### config.mk
export PLATFORM = sky130hd
export DESIGN_NAME = clkdiv_ctrl
export DESIGN_NICKNAME = d
export VERILOG_FILES = /design/src/rtl/clkdiv_ctrl_pkg.sv /design/src/rtl/clkdiv_pe_detect.sv /design/src/rtl/clkdiv_ctrl.sv
export SDC_FILE = /design/constraint.sdc
export NUM_CORES = 1
export LEC_CHECK = 0
export ABC_AREA = 1
export BUFFER_PORTS_ARGS = -buffer_cell sky130_fd_sc_hd__clkbuf_2
export CELL_PAD_IN_SITES_DETAIL_PLACEMENT = 2
export CELL_PAD_IN_SITES_GLOBAL_PLACEMENT = 2
export CORE_ASPECT_RATIO = 0.5
export CORE_MARGIN = 1.5
export CORE_UTILIZATION = 36
export DETAILED_ROUTE_END_ITERATION = 6
export GPL_ROUTABILITY_DRIVEN = 0
export PLACE_DENSITY_LB_ADDON = 0.12
export SKIP_LAST_GASP = 1
export SYNTH_ARGS = -nofsm -noshare
export SYNTH_HDL_FRONTEND = slang
export SYNTH_SLANG_ARGS = --single-unit
### constraint.sdc
create_clock -name clk_i -period 2.5 [get_ports clk_i]
set_input_delay 0.5 -clock clk_i [delete_from_list [all_inputs] [get_ports clk_i]]
set_output_delay 0.5 -clock clk_i [all_outputs]
set_load 0.005 [all_outputs]
### src/rtl/clkdiv_ctrl_pkg.sv
// clkdiv_ctrl_pkg: shared state encoding, counter width and select-to-bit helper
package clkdiv_ctrl_pkg;

    localparam int CNT_W = 8;

    typedef enum logic [1:0] {IDLE, RUN, PEND} state_e;

    // Divide select 00..11 picks counter bit 7..4 as the divided clock.
    function automatic logic [2:0] sel_bit(input logic [1:0] sel);
        return 3'd7 - {1'b0, sel};
    endfunction

endpackage

### src/rtl/clkdiv_pe_detect.sv
// clkdiv_pe_detect: period-end, wrap and divided-clock bit decode for a counter value
//   cnt_i       counter value
//   sel_i       divide select (00 -> /256 .. 11 -> /32)
//   pe_o        counter low bits [b:0] are all ones (last cycle of a dclk period)
//   wrap_o      counter is 8'hFF
//   next_dclk_o selected counter bit cnt_i[b]
module clkdiv_pe_detect
    import clkdiv_ctrl_pkg::*;
(
    input  logic [CNT_W-1:0] cnt_i,
    input  logic [1:0]       sel_i,
    output logic             pe_o,
    output logic             wrap_o,
    output logic             next_dclk_o
);

    logic [CNT_W-1:0] mask;

    // Ones in bits [b:0]; bits above b are forced to 1 before the AND-reduce.
    assign mask        = 8'hFF >> sel_i;
    assign pe_o        = &(cnt_i | ~mask);
    assign wrap_o      = &cnt_i;
    assign next_dclk_o = cnt_i[sel_bit(sel_i)];

endmodule

### src/rtl/clkdiv_ctrl.sv
// clkdiv_ctrl: run/stop and glitch-free configuration controller for the 8-bit divided clock
//   clk_i    system clock
//   rstn_i   asynchronous active-low reset
//   req_i    configuration request (sel_i, burst_i)
//   sel_i    divide select: 00 /256, 01 /128, 10 /64, 11 /32
//   burst_i  dclk periods to emit, 0 = free-running
//   stop_i   stop request, executed at the next period end
//   ack_o    1-cycle pulse: configuration applied
//   busy_o   a configuration is waiting for the counter wrap
//   dclk_o   registered divided clock
//   tick_o   1-cycle pulse on the first high cycle of dclk_o
//   done_o   1-cycle pulse: burst completed or stop executed
module clkdiv_ctrl
    import clkdiv_ctrl_pkg::*;
#(
    parameter int BURST_W = 8
) (
    input  logic               clk_i,
    input  logic               rstn_i,
    input  logic               req_i,
    input  logic [1:0]         sel_i,
    input  logic [BURST_W-1:0] burst_i,
    input  logic               stop_i,
    output logic               ack_o,
    output logic               busy_o,
    output logic               dclk_o,
    output logic               tick_o,
    output logic               done_o
);

    state_e             state_q, state_d;
    logic [CNT_W-1:0]   cnt_q, cnt_d;
    logic [1:0]         sel_q, sel_d, shd_sel_q, shd_sel_d;
    logic [BURST_W-1:0] burst_q, burst_d, shd_burst_q, shd_burst_d;
    logic [BURST_W-1:0] pcnt_q, pcnt_d, pcnt_inc;
    logic               stop_pend_q, stop_pend_d;
    logic               busy_q, busy_d;
    logic               ack_q, ack_d, done_q, done_d;
    logic               dclk_q, dclk_d, tick_q;
    logic               pe_q, wrap_q, pe_d, wrap_d, next_dclk;
    logic               burst_end;

    // Decode the next counter value so that pe/wrap flags and dclk all come
    // straight from flops in the cycle they describe.
    clkdiv_pe_detect u_pe (
        .cnt_i       (cnt_d),
        .sel_i       (sel_d),
        .pe_o        (pe_d),
        .wrap_o      (wrap_d),
        .next_dclk_o (next_dclk)
    );

    assign burst_end = pe_q && burst_q != '0 && pcnt_q == burst_q - BURST_W'(1);
    assign pcnt_inc  = &pcnt_q ? pcnt_q : pcnt_q + BURST_W'(1);
    assign dclk_d    = state_d != IDLE && next_dclk;

    always_comb begin
        state_d     = state_q;
        cnt_d       = cnt_q;
        sel_d       = sel_q;
        burst_d     = burst_q;
        shd_sel_d   = shd_sel_q;
        shd_burst_d = shd_burst_q;
        pcnt_d      = pcnt_q;
        stop_pend_d = stop_pend_q;
        busy_d      = busy_q;
        ack_d       = 1'b0;
        done_d      = 1'b0;
        case (state_q)
            IDLE: begin
                // A configuration left over from a burst that ended in PEND goes first.
                if (busy_q || req_i) begin
                    sel_d   = busy_q ? shd_sel_q : sel_i;
                    burst_d = busy_q ? shd_burst_q : burst_i;
                    pcnt_d  = '0;
                    busy_d  = 1'b0;
                    ack_d   = 1'b1;
                    state_d = RUN;
                end
            end
            RUN: begin
                if (burst_end || (pe_q && (stop_pend_q || stop_i))) begin
                    state_d     = IDLE;
                    cnt_d       = '0;
                    stop_pend_d = 1'b0;
                    done_d      = 1'b1;
                end else begin
                    cnt_d  = cnt_q + 8'd1;
                    pcnt_d = pe_q ? pcnt_inc : pcnt_q;
                    // A stop (new or already pending) blocks any new request.
                    if (stop_i) begin
                        stop_pend_d = 1'b1;
                    end else if (req_i && !stop_pend_q) begin
                        shd_sel_d   = sel_i;
                        shd_burst_d = burst_i;
                        busy_d      = 1'b1;
                        state_d     = PEND;
                    end
                end
            end
            PEND: begin
                // Wrap beats a coinciding burst end: the new configuration starts.
                if (wrap_q) begin
                    sel_d   = shd_sel_q;
                    burst_d = shd_burst_q;
                    pcnt_d  = '0;
                    cnt_d   = '0;
                    busy_d  = 1'b0;
                    ack_d   = 1'b1;
                    state_d = RUN;
                end else if (burst_end) begin
                    state_d = IDLE;
                    cnt_d   = '0;
                    done_d  = 1'b1;
                end else begin
                    cnt_d  = cnt_q + 8'd1;
                    pcnt_d = pe_q ? pcnt_inc : pcnt_q;
                end
            end
            default: state_d = IDLE;
        endcase
    end

    always_ff @(posedge clk_i or negedge rstn_i) begin
        if (!rstn_i) begin
            state_q     <= IDLE;
            cnt_q       <= '0;
            sel_q       <= '0;
            burst_q     <= '0;
            shd_sel_q   <= '0;
            shd_burst_q <= '0;
            pcnt_q      <= '0;
            stop_pend_q <= 1'b0;
            busy_q      <= 1'b0;
            ack_q       <= 1'b0;
            done_q      <= 1'b0;
            dclk_q      <= 1'b0;
            tick_q      <= 1'b0;
            pe_q        <= 1'b0;
            wrap_q      <= 1'b0;
        end else begin
            state_q     <= state_d;
            cnt_q       <= cnt_d;
            sel_q       <= sel_d;
            burst_q     <= burst_d;
            shd_sel_q   <= shd_sel_d;
            shd_burst_q <= shd_burst_d;
            pcnt_q      <= pcnt_d;
            stop_pend_q <= stop_pend_d;
            busy_q      <= busy_d;
            ack_q       <= ack_d;
            done_q      <= done_d;
            dclk_q      <= dclk_d;
            tick_q      <= dclk_d & ~dclk_q;
            pe_q        <= pe_d;
            wrap_q      <= wrap_d;
        end
    end

    assign ack_o  = ack_q;
    assign busy_o = busy_q;
    assign dclk_o = dclk_q;
    assign tick_o = tick_q;
    assign done_o = done_q;

endmodule

* Word level (Yosys, flattened, before mapping) *
Index checks and enable logic that the tools add are counted.

operators by class
  magnitude comparators = 1
  shift-type cells = 1
  reductions and logical operators = 23
  add/sub/neg operators = 4
  equality and inequality tests = 9
  bitwise operators = 6
  mux-type cells = 43

operator list
  cell                   count
  $mux W8                12
  $pmux W8 S2            2
  $pmux W8 S3            1
  $reduce_and A8 Y1      3
  $mux W2                9
  $add A8 B1 Y8 const B  2
  $mux W1                13
  $ne A2 B2 Y1 const B   5
  $eq A8 B8 Y1           1
  $not A8 Y8             1
  $or A8 B8 Y8           1
  $reduce_and A4 Y1      2
  $reduce_bool A8 Y1     1
  $shr A8 B2 Y8 const A  1
  $sub A8 B1 Y8 const B  1
  $pmux W2 S3            1
  $reduce_and A6 Y1      1
  $reduce_bool A2 Y1     3
  $logic_and A1 B1 Y1    5
  $lt A3 B4 Y1 const B   1
  $pmux W1 S2            2
  $pmux W2 S2            1
  $bmux W1 S3            1
  $logic_or A1 B1 Y1     3
  12 further kinds       14

word-level totals
  input port bits = 14
  register bits after elaboration = 46
  word-level logic and storage cells = 102
  output and inout bits = 5

* Depth between registers and ports, before layout *
Gate-level depths: netlist of run 1.

  depth after elaboration = 10
  depth in mapped cells = 18
  mapped depth without buffers = 18

* Hierarchy *
Synthesis of run 1 repeated with hierarchy kept, for this count alone.

second synthesis, totals
  cell total of the unflattened synthesis = 405
  area, all modules = 3039.2 um^2

modules (own cells, without submodules)
  module            seq. area each (um^2)  times used  cells an instance  area an instance (um^2)
  clkdiv_ctrl       1151.1                 1           382                2946.6
  clkdiv_pe_detect  0.0                    1           23                 92.6

* Worst setup path after synthesis of run 1 *
OpenSTA, ideal clock, no wires.

  path type = register -> register
  from = register state_q[0]
  to = register tick_q (netlist: tick_o)
  arrival time = 1.985 ns
  cell stages (with the launch flop) = 16
  path buffers = 1
  required time = 2.429 ns
  path slack = 0.443 ns
  period minus slack after synthesis = 2.057 ns
  library setup time = 0.071 ns
  path through = dfrtp_1 inv_1 ha_1 buf_6 inv_4 nor3_4 and2_4 nand2_4 nor3_4 xor2_1 nand2_1 nand2_1 nand2_1 nor2_1 nand2_1 nor2_1

on the way
  cells in the longest elaborated chain, start to end = 7
  elaborated cells between the ends (all ways) = 18
  classes of those cells = add/sub (1); eq/ne (2); mux (11); bitwise (1); reduce/logical (3)

RTL lines
  element                                                              RTL line                                   text
  start: declaration                                                   clkdiv_ctrl.sv:31                          state_e state_q, state_d;
  start signal: assignment                                             clkdiv_ctrl.sv:142                         state_q <= state_d;
  $eq A2 B2 Y1 (tied with other cells)                                 clkdiv_ctrl.sv:69                          case (state_q)
  $pmux W2 S2 or $mux W2 (tied branches)                               clkdiv_ctrl.sv:69, clkdiv_ctrl.sv:91
  $sub A3 B2 Y3 or $mux W2 (tied branches)                             clkdiv_ctrl_pkg.sv:10, clkdiv_ctrl.sv:82
  $bmux W1 S3 or $pmux W2 S3 (tied branches)                           clkdiv_pe_detect.sv:23, clkdiv_ctrl.sv:69
  $mux W1 (not written as such) or $reduce_bool A2 Y1 (tied branches)  clkdiv_pe_detect.sv:23, clkdiv_ctrl.sv:55
  $logic_and A1 B1 Y1 *                                                clkdiv_ctrl.sv:55                          assign dclk_d = state_d != IDLE && next_dclk;
  $and A1 B1 Y1 *                                                      clkdiv_ctrl.sv:154                         tick_q <= dclk_d & ~dclk_q;
  end signal: assignment                                               clkdiv_ctrl.sv:154
  end: declaration                                                     clkdiv_ctrl.sv:39                          logic dclk_q, dclk_d, tick_q;

Every way passes the cells marked *; elsewhere a longest branch is shown, timed or not. The select of a mux whose other input is x is not followed.
A chain may end at the register's enable or synchronous reset.

* Final worst setup path of run 1 *
  from = register pcnt_q[0]
  to = register pcnt_q[7]

on the way
  cells in the longest elaborated chain, start to end = 6
  elaborated cells between the ends (all ways) = 14
  classes of those cells = add/sub (1); eq/ne (3); mux (6); reduce/logical (4)

RTL lines
  element                                             RTL line                               text
  start: declaration                                  clkdiv_ctrl.sv:35                      logic [BURST_W-1:0] pcnt_q, pcnt_d, pcnt_inc;
  start signal: assignment                            clkdiv_ctrl.sv:148                     pcnt_q <= pcnt_d;
  $add A8 B1 Y8 or $reduce_and A8 Y1 (tied branches)  clkdiv_ctrl.sv:54                      assign pcnt_inc = &pcnt_q ? pcnt_q : pcnt_q + BURST_W'(1);
  $mux W8                                             clkdiv_ctrl.sv:54
  $mux W8                                             clkdiv_ctrl.sv:89, clkdiv_ctrl.sv:117
  $mux W8                                             clkdiv_ctrl.sv:111                     end else if (burst_end) begin
  $mux W8                                             clkdiv_ctrl.sv:103                     if (wrap_q) begin
  $pmux W8 S3                                         clkdiv_ctrl.sv:69

Several ways; a longest one is shown, not always the timed one. The select of a mux whose other input is x is not followed.

==> results of run 1 <==
## repair_timing
item                                    CTS  global route
endpoints found under the setup margin    0            27
hold buffers                              0             0
gates resized for setup                   0             9
## cell families after synthesis
family	share of synthesized area, %
AOI/OAI and AO/OA	11.2
adders and majority gates	3.44
xor gates and xnor gates	3.01
and+or+nand+nor	31.8
buffers and inverters	11.0
DFF	39.5
## per-layer routing
metal	part of all wire [%]	up-vias	routed length (um)
li1	-	1258	-
met1	47	1307	4080
met2	49	12	4250
met3	2.1	9	182
met4	1.1	0	92
met5	0	-	0
## registers in the layout (all words and copies together), names as in the netlist
signal       flops
dclk_o           1
shd_sel_q        2
state_q          2
busy_o           1
stop_pend_q      1
ack_o            1
done_o           1
sel_q            2
wrap_q           1
shd_burst_q      8
tick_o           1
pe_q             1
pcnt_q           8
cnt_q            8
burst_q          8
## Yosys cell counts, types with 5 or more instances
master	count
a21oi_1	10
xor2_1	8
nand4_1	5
nand2_1	101
o21ai_0	27
ha_1	8
dfrtp_1	46
nand3_2	5
nand2_2	5
inv_1	59
o211ai_1	9
nand3_1	22
nand2_4	5
nor2_2	7
nor2_1	28
inv_2	8
## metrics by stage
| stage | cell area, sq um | total power [uW] |
|---|---|---|
| final | 3290 | 3170 |
| after global routing | 3290 | 3450 |
| after CTS | 3260 | 3170 |
| after detailed placement | 3120 | 2440 |
| after global placement | 3120 | 2350 |
| after floorplan | 2910 | 2070 |
## power by group
| part | switching, uW | internal [uW] |
|---|---|---|
| logic | 973 | 461 |
| clock network | 299 | 371 |
| registers | 149 | 917 |
## worst paths after layout
kind	start	to	depth (start not counted)
worst min register to register	dclk_o	tick_o	1
max in group asynchronous	rstn_i	state_q[0]	2
worst min-delay path	rstn_i	dclk_o	2
worst max register to register	pcnt_q[0]	pcnt_q[7]	9
min in group clk_i	sel_i[0]	shd_sel_q[0]	3
worst max-delay path	pcnt_q[0]	pcnt_q[7]	9
## final cells by class
| cell class | count | area [sq um] |
|---|---|---|
| multi-input cells | 263 | 1470 |
| clock inverters | 2 | 13.8 |
| fillers | 906 | 4280 |
| repair buffers | 23 | 128 |
| clock buffers | 6 | 129 |
| well taps | 108 | 135 |
| inverters | 69 | 267 |
| flip-flops and latches | 46 | 1150 |
==> summary.txt, run 1 <==
maximum vdd drop - 322 uV
first-pass GRT wire length - 15,000 um
layout cell share with drive strength beyond 1 - 19.1%
DR vias/cell - 5.00
Mapped Nets - 407
Die W - 130 um
worst-margin pin slew - 0.639 ns
vias in the first global route - 2,977
slew margin rel. - 57.4%
via count - 2,586
status - complete, no violations
Root Buffer - clkbuf_16
full die area - 8670 sq um
most common cell after layout, fill and taps aside - nand2_1
antenna-violating nets left - 0
Max Clock Skew - 0.00468 ns
Worst Path Required - 2.74 ns
top cells by area, synth - dfrtp_1 (40%), nand2_1 (13%), inv_1 (7.6%)
Synthesis Warnings - 0
ys async rst share - 100%
DRC violations left - 0
Detailed Route Iter0 Violations - 138
Max FO, Critical Path - 5
Core Region - 7570 sq um
CP delay by family, top - simple AND/OR/NAND/NOR gates
gr usage total - 22.9%
Final Setup Violations - 0
GRT Max-Usage Layer - met2
Post-Syn Instances - 385
most frequent CP cell - nand2_1
power per cell area - 963 nW/um^2
Global Route met3 Usage - 4.34%
Yosys reg bits - 46
Finished Core Util - 43.5%
worst slack, placed - 0.0901 ns
leading area contributor after synthesis - dfrtp_1
Hold Crit Class - in2async
fin nets - 430
Post-CTS Setup Bufs - 0
CTS Sinks - 46
library cells used by synthesis - 37
Fin. Hold Viols - 0
met2 Use GR - 40.5%
leak pwr - 0.00177 uW
CTS buffer count - 5
Worst Setup End Kind - flip-flop
Avg WL per Cell - 16.6 um
Worst Path Buf+Inv - 1
CTS tree - built
CP Launch Type - flip-flop
CP Cell Sequence - ha_1 > nand2_1 > nor3_1 > nand3_1 > nand2_1 > inv_1 > a211oi_1 > nand2_1 > nand2_1
CTS max path bufs - 2
Synth Flop Type - dfrtp_1
met1 usage - 28.6%
die height - 66.6 um
io pins - 19
Final min period - 2.30 ns
Syn Area/Cell - 7.56 sq um
pin count of the biggest net entering global routing - 47
post-synthesis sequential area ratio - 39.5%
diodes inserted - 0
I/O Buffers - 18
max_cap viols - 0
CP Class - reg2reg
clock-pin slew on the worst setup and hold paths - 0.06 ns
first drt pass iteration count - 4
WP data arrival - 2.54 ns
max-slew violations - 0
CP max stage delay - 0.49 ns
area grow syn2layout - 13.1%
most frequent cells in the layout - nand2_1 (99), inv_1 (58), dfrtp_1 (45)
FP Rows - 22
Final Cycle Share - 92.2%
slowest CP cell - dfrtp_1
final wirelength - 8610 um
worst hold slack - 0.280 ns
initial antenna violation count - 0
share of the synthesized area in the top cell type - 39.5%
Final Non-Filler Cells - 517
post-DP HPWL - 6390 um
effective utilization at floorplan - 38.5%
CTS H-Tree Depth - 2
Worst-Skew Late Latency - 0.30 ns
R2R setup slack - 0.20 ns
final critical-path setup slack - 0.196 ns
remaining global-route overflow - 0
Max Clock Freq - 434 MHz
total negative slack - 0 ns
EDFF count, synth - 0
mapped cell area - 2910 sq um
Placed Cells incl. Taps - 509
No activity file was read; power rests on OpenSTA's default activity.
==> inputs of run 2 (changes only) <==
--- a/config.mk
+++ b/config.mk
@@ -14,6 +14,7 @@
 export CORE_UTILIZATION = 36
 export DETAILED_ROUTE_END_ITERATION = 6
 export GPL_ROUTABILITY_DRIVEN = 0
+export MAX_ROUTING_LAYER = met4
 export PLACE_DENSITY_LB_ADDON = 0.12
 export SKIP_LAST_GASP = 1
 export SYNTH_ARGS = -nofsm -noshare
==> summary.txt, run 2 (synthesis results as in run 1) <==
pin count of the biggest net entering global routing - 47 (unchanged)
max-slew violations - 0 (unchanged)
initial antenna violation count - 0 (unchanged)
DR vias/cell - 4.99 (-0.19%)
slowest CP cell - dfrtp_1
Core Region - 7570 sq um (unchanged)
Register Area - 1150 sq um (unchanged)
full die area - 8670 sq um (unchanged)
antenna-violating nets left - 0 (unchanged)
CP Launch Type - flip-flop
diodes inserted - 0 (unchanged)
CTS max path bufs - 2 (unchanged)
Final Cycle Share - 94.1% (+1.9 points)
CP Cell Sequence - ha_1 > nand2_1 > nor3_1 > nand3_1 > nand2_1 > inv_1 > a211oi_1 > nand2_1 > nand2_1
Post-DP Area - 3120 sq um (unchanged)
Finished Core Util - 43.5% (unchanged)
Max Clock Freq - 425 MHz (-2.0%)
slew margin rel. - 57.7% (+0.25 points)
area of the multi-input gates - 1470 sq um (unchanged)
Max FO, Critical Path - 5 (unchanged)
Post-CTS Setup Bufs - 0 (unchanged)
most frequent CP cell - nand2_1
total negative slack - 0 ns (unchanged)
WP data arrival - 2.59 ns (+0.05 ns)
I/O Buffers - 18 (unchanged)
Hold Crit Class - in2async
# fillers - 906 (unchanged)
Die W - 130 um (unchanged)
layout cell share with drive strength beyond 1 - 19.1% (unchanged)
Detailed Route Iter0 Violations - 114 (-17%)
most common cell after layout, fill and taps aside - nand2_1
gr usage total - 23.5% (+0.62 points)
CTS buffer count - 5 (unchanged)
Worst Path Buf+Inv - 1 (unchanged)
power per cell area - 964 nW/um^2 (+0.14%)
worst hold slack - 0.295 ns (+0.0155 ns)
area grow syn2layout - 13.1% (unchanged)
CP Class - reg2reg
via count - 2,581 (-0.19%)
Root Buffer - clkbuf_16
max_cap viols - 0 (unchanged)
status - complete, no violations
CTS Sinks - 46 (unchanged)
CP max stage delay - 0.49 ns (about the same)
Max Clock Skew - 0.00543 ns (+0.000750 ns)
Final min period - 2.35 ns (+0.0482 ns)
worst-margin pin slew - 0.635 ns (-0.00378 ns)
io pins - 19 (unchanged)
fin nets - 430 (unchanged)
cts hold-fix bufs - 0 (unchanged)
leak pwr - 0.00177 uW (unchanged)
clock-pin slew on the worst setup and hold paths - 0.06 ns (about the same)
final wirelength - 8600 um (about the same)
DRC violations left - 0 (unchanged)
die height - 66.6 um (unchanged)
CTS H-Tree Depth - 2 (unchanged)
most frequent cells in the layout - nand2_1 (99), inv_1 (58), dfrtp_1 (45)
CP delay by family, top - simple AND/OR/NAND/NOR gates
first-pass GRT wire length - 15,000 um (about the same)
Avg WL per Cell - 16.6 um (about the same)
FP Rows - 22 (unchanged)
remaining global-route overflow - 0 (unchanged)
post-CTS sizing - 0 (unchanged)
maximum vdd drop - 323 uV (+0.10%)
r2r worst-path depth - 9 (unchanged)
final instance area - 3290 sq um (unchanged)
Final Setup Violations - 0 (unchanged)
post-DP HPWL - 6390 um (unchanged)
vias in the first global route - 2,976 (-0.034%)
CTS tree - built
first drt pass iteration count - 4 (unchanged)
effective utilization at floorplan - 38.5% (unchanged)
CP Depth - 9 (unchanged)
Fin. Hold Viols - 0 (unchanged)
Worst Path Required - 2.74 ns (about the same)
Worst Setup End Kind - flip-flop
Worst-Skew Late Latency - 0.30 ns (about the same)
## run 2: metal layers
layer | vias up | part of all wire [%] | GRT usage, %
li1 | 1258 | - | -
met1 | 1304 | 48 | 28.5
met2 | 11 | 49 | 40.7
met3 | 8 | 1.9 | 4.34
met4 | 0 | 1.1 | 6.67
met5 | - | 0 | -
## run 2: final timing paths
check | startpoint | end | slack (ns)
setup / recovery | pcnt_q[0] | pcnt_q[7] | 0.15
hold / removal | rstn_i | dclk_o | 0.30
setup reg to reg | pcnt_q[0] | pcnt_q[7] | 0.15
hold reg to reg | dclk_o | tick_o | 0.43
max in group asynchronous | rstn_i | state_q[0] | 1.75
min in group clk_i | sel_i[0] | shd_sel_q[0] | 0.42
## run 2: layout make-up
cell class | count | share of cell area (%)
Clock inverter | 2 | 0.418
Timing Repair Buffer | 23 | 3.88
Clock buffer | 6 | 3.91
Multi-Input combinational cell | 263 | 44.6
Inverter | 69 | 8.10
Sequential cell | 46 | 35.0
Tap cell | 108 | 4.10
## run 2: worst register-to-register path, cell delays in order, from the launching register on
cell	delay, ns
dfrtp_1	0.49
ha_1	0.25
nand2_1	0.11
nor3_1	0.45
nand3_1	0.21
nand2_1	0.20
inv_1	0.11
a211oi_1	0.29
nand2_1	0.10
nand2_1	0.07
## run 2: power breakdown
| group | total, uW | switching [uW] | internal (uW) |
|---|---|---|---|
| Sequential | 1070 | 149 | 917 |
| Clock | 671 | 300 | 371 |
| Combinational | 1440 | 977 | 461 |
| Total | 3170 | 1430 | 1750 |
## run 2: per-stage QoR
stage / cells / total power (uW) / setup WS (ns)
floorplan: 385 / 2070 / 0.443
global placement: 509 / 2350 / 0.220
detailed placement: 509 / 2440 / 0.0901
CTS: 517 / 3170 / 0.00856
global route: 517 / 3450 / -0.00323
finish: 517 / 3170 / 0.147
==> inputs of run 3 (changes only) <==
--- a/config.mk
+++ b/config.mk
@@ -7,6 +7,7 @@
 export LEC_CHECK = 0
 export ABC_AREA = 1
 export BUFFER_PORTS_ARGS = -buffer_cell sky130_fd_sc_hd__clkbuf_2
+export CAP_MARGIN = 10
 export CELL_PAD_IN_SITES_DETAIL_PLACEMENT = 2
 export CELL_PAD_IN_SITES_GLOBAL_PLACEMENT = 2
 export CORE_ASPECT_RATIO = 0.5
@@ -16,6 +17,7 @@
 export GPL_ROUTABILITY_DRIVEN = 0
 export MAX_ROUTING_LAYER = met4
 export PLACE_DENSITY_LB_ADDON = 0.12
+export RECOVER_POWER = 25
 export SKIP_LAST_GASP = 1
 export SYNTH_ARGS = -nofsm -noshare
 export SYNTH_HDL_FRONTEND = slang
==> summary.txt, run 3 (synthesis results as in run 1) <==
status - complete, no violations
Internal Pwr Total - 1750 uW (about the same)
CTS max path bufs - 2 (unchanged)
R2R setup slack - 0.15 ns (about the same)
slew margin rel. - 18.2% (-39 points)
first drt pass iteration count - 4 (unchanged)
post-DP HPWL - 6390 um (unchanged)
final wirelength - 8600 um (unchanged)
CTS buffer count - 5 (unchanged)
Clock power frac - 21.1% (about the same)
Sw Pwr - 1430 uW (about the same)
Net Sw Frac - 44.9% (about the same)
cts hold-fix bufs - 0 (unchanged)
die height - 66.6 um (unchanged)
leak pwr - 0.00177 uW (about the same)
CTS Sinks - 46 (unchanged)
Root Buffer - clkbuf_16
CP endpoint - pcnt_q[7]
Max FO, Critical Path - 5 (unchanged)
Final Non-Filler Cells - 517 (unchanged)
pin count of the biggest net entering global routing - 47 (unchanged)
Final Cycle Share - 94.1% (unchanged)
power per cell area - 965 nW/um^2 (about the same)
most frequent cells in the layout - nand2_1 (99), inv_1 (58), dfrtp_1 (45)
gr usage total - 23.5% (unchanged)
vias in the first global route - 2,976 (unchanged)
post-CTS sizing - 0 (unchanged)
Seq pwr share - 33.6% (about the same)
Hold Crit Class - in2reg
first-pass GRT wire length - 15,000 um (unchanged)
r2r worst-path depth - 9 (unchanged)
via count - 2,581 (unchanged)
FP Rows - 22 (unchanged)
I/O Buffers - 18 (unchanged)
Final min period - 2.35 ns (unchanged)
Detailed Route Iter0 Violations - 114 (unchanged)
CP Class - reg2reg
Die W - 130 um (unchanged)
max_cap viols - 0 (unchanged)
Worst-Skew Late Latency - 0.30 ns (about the same)
max-slew violations - 0 (unchanged)
Core Region - 7570 sq um (unchanged)
most common cell after layout, fill and taps aside - nand2_1
DRC violations left - 0 (unchanged)
diodes inserted - 0 (unchanged)
Max Clock Skew - 0.00543 ns (unchanged)
CP Launch Point - pcnt_q[0]
initial antenna violation count - 0 (unchanged)
Fin. Hold Viols - 0 (unchanged)
Avg WL per Cell - 16.6 um (unchanged)
Critical R2R Launch - pcnt_q[0]
Post-CTS Setup Bufs - 0 (unchanged)
full die area - 8670 sq um (unchanged)
Comb pwr share - 45.3% (about the same)
layout cell share with drive strength beyond 1 - 19.1% (unchanged)
worst-margin pin slew - 1.23 ns (+0.592 ns)
maximum vdd drop - 322 uV (about the same)
worst r2r dst - pcnt_q[7]
DR vias/cell - 4.99 (unchanged)
effective utilization at floorplan - 38.5% (unchanged)
Placed Cells incl. Taps - 509 (unchanged)
worst hold slack - 0.420 ns (+0.125 ns)
Final Setup Violations - 0 (unchanged)
remaining global-route overflow - 0 (unchanged)
Worst Setup End Kind - flip-flop
area grow syn2layout - 13.0% (about the same)
CP Launch Type - flip-flop
Worst Path Required - 2.74 ns (about the same)
antenna-violating nets left - 0 (unchanged)
WP data arrival - 2.59 ns (about the same)
CTS tree - built
io pins - 19 (unchanged)
clock-pin slew on the worst setup and hold paths - 0.06 ns (about the same)
CTS H-Tree Depth - 2 (unchanged)
fin nets - 430 (unchanged)
Max Clock Freq - 425 MHz (unchanged)
[run 3: worst min path at each step]
| stage | cells after the start | startpoint | endpoint |
|---|---|---|---|
| 2_1_floorplan | 0 | rstn_i | ack_o |
| 3_3_place_gp | 1 | dclk_o | tick_o |
| 3_5_place_dp | 1 | dclk_o | tick_o |
| 4_1_cts | 2 | rstn_i | dclk_o |
| 5_1_grt | 3 | sel_i[0] | shd_sel_q[0] |
| 6_report | 3 | sel_i[0] | shd_sel_q[0] |
[run 3: layout make-up]
class / count / area, sq um
Clock buffer: 6 / 129
Clock inverter: 2 / 13.8
Fill cell: 907 / 4280
Inverter: 69 / 267
Multi-Input combinational cell: 263 / 1470
Sequential cell: 46 / 1150
Tap cell: 108 / 135
Timing Repair Buffer: 23 / 125
[run 3: power by group through the flow]
| stage | logic, uW | registers (uW) | clock network, uW |
|---|---|---|---|
| global placement | 1290 | 1060 | 0 |
| finish | 1440 | 1070 | 671 |
| global route | 1640 | 1090 | 723 |
| detailed placement | 1370 | 1080 | 0 |
| floorplan | 1040 | 1030 | 0 |
| CTS | 1400 | 1060 | 699 |
[run 3: metrics by stage]
stage / setup slack (ns) / cell area (sq um) / power, uW / utilization [%] / setup TNS [ns]
floorplan: 0.443 / 2910 / 2070 / - / 0
global placement: 0.220 / 3120 / 2350 / 41.2 / 0
detailed placement: 0.0901 / 3120 / 2440 / 41.2 / 0
CTS: 0.00856 / 3260 / 3170 / 43.1 / 0
global route: -0.00323 / 3290 / 3450 / 43.5 / -0.00323
finish: 0.147 / 3290 / 3170 / 43.5 / 0
[run 3: critical path: stages (launching register included)]
cell and delay [ns]:
dfrtp_1 0.49, ha_1 0.25, nand2_1 0.11, nor3_1 0.45, nand3_1 0.21, nand2_1 0.20
inv_1 0.11, a211oi_1 0.29, nand2_1 0.10, nand2_1 0.07
[run 3: per-layer routing]
| layer | up-vias | track usage [%] | share of wire (%) |
|---|---|---|---|
| met5 | - | - | 0 |
| met4 | 0 | 6.67 | 1.1 |
| met1 | 1304 | 28.5 | 48 |
| met3 | 8 | 4.34 | 1.9 |
| li1 | 1258 | - | - |
| met2 | 11 | 40.7 | 49 |
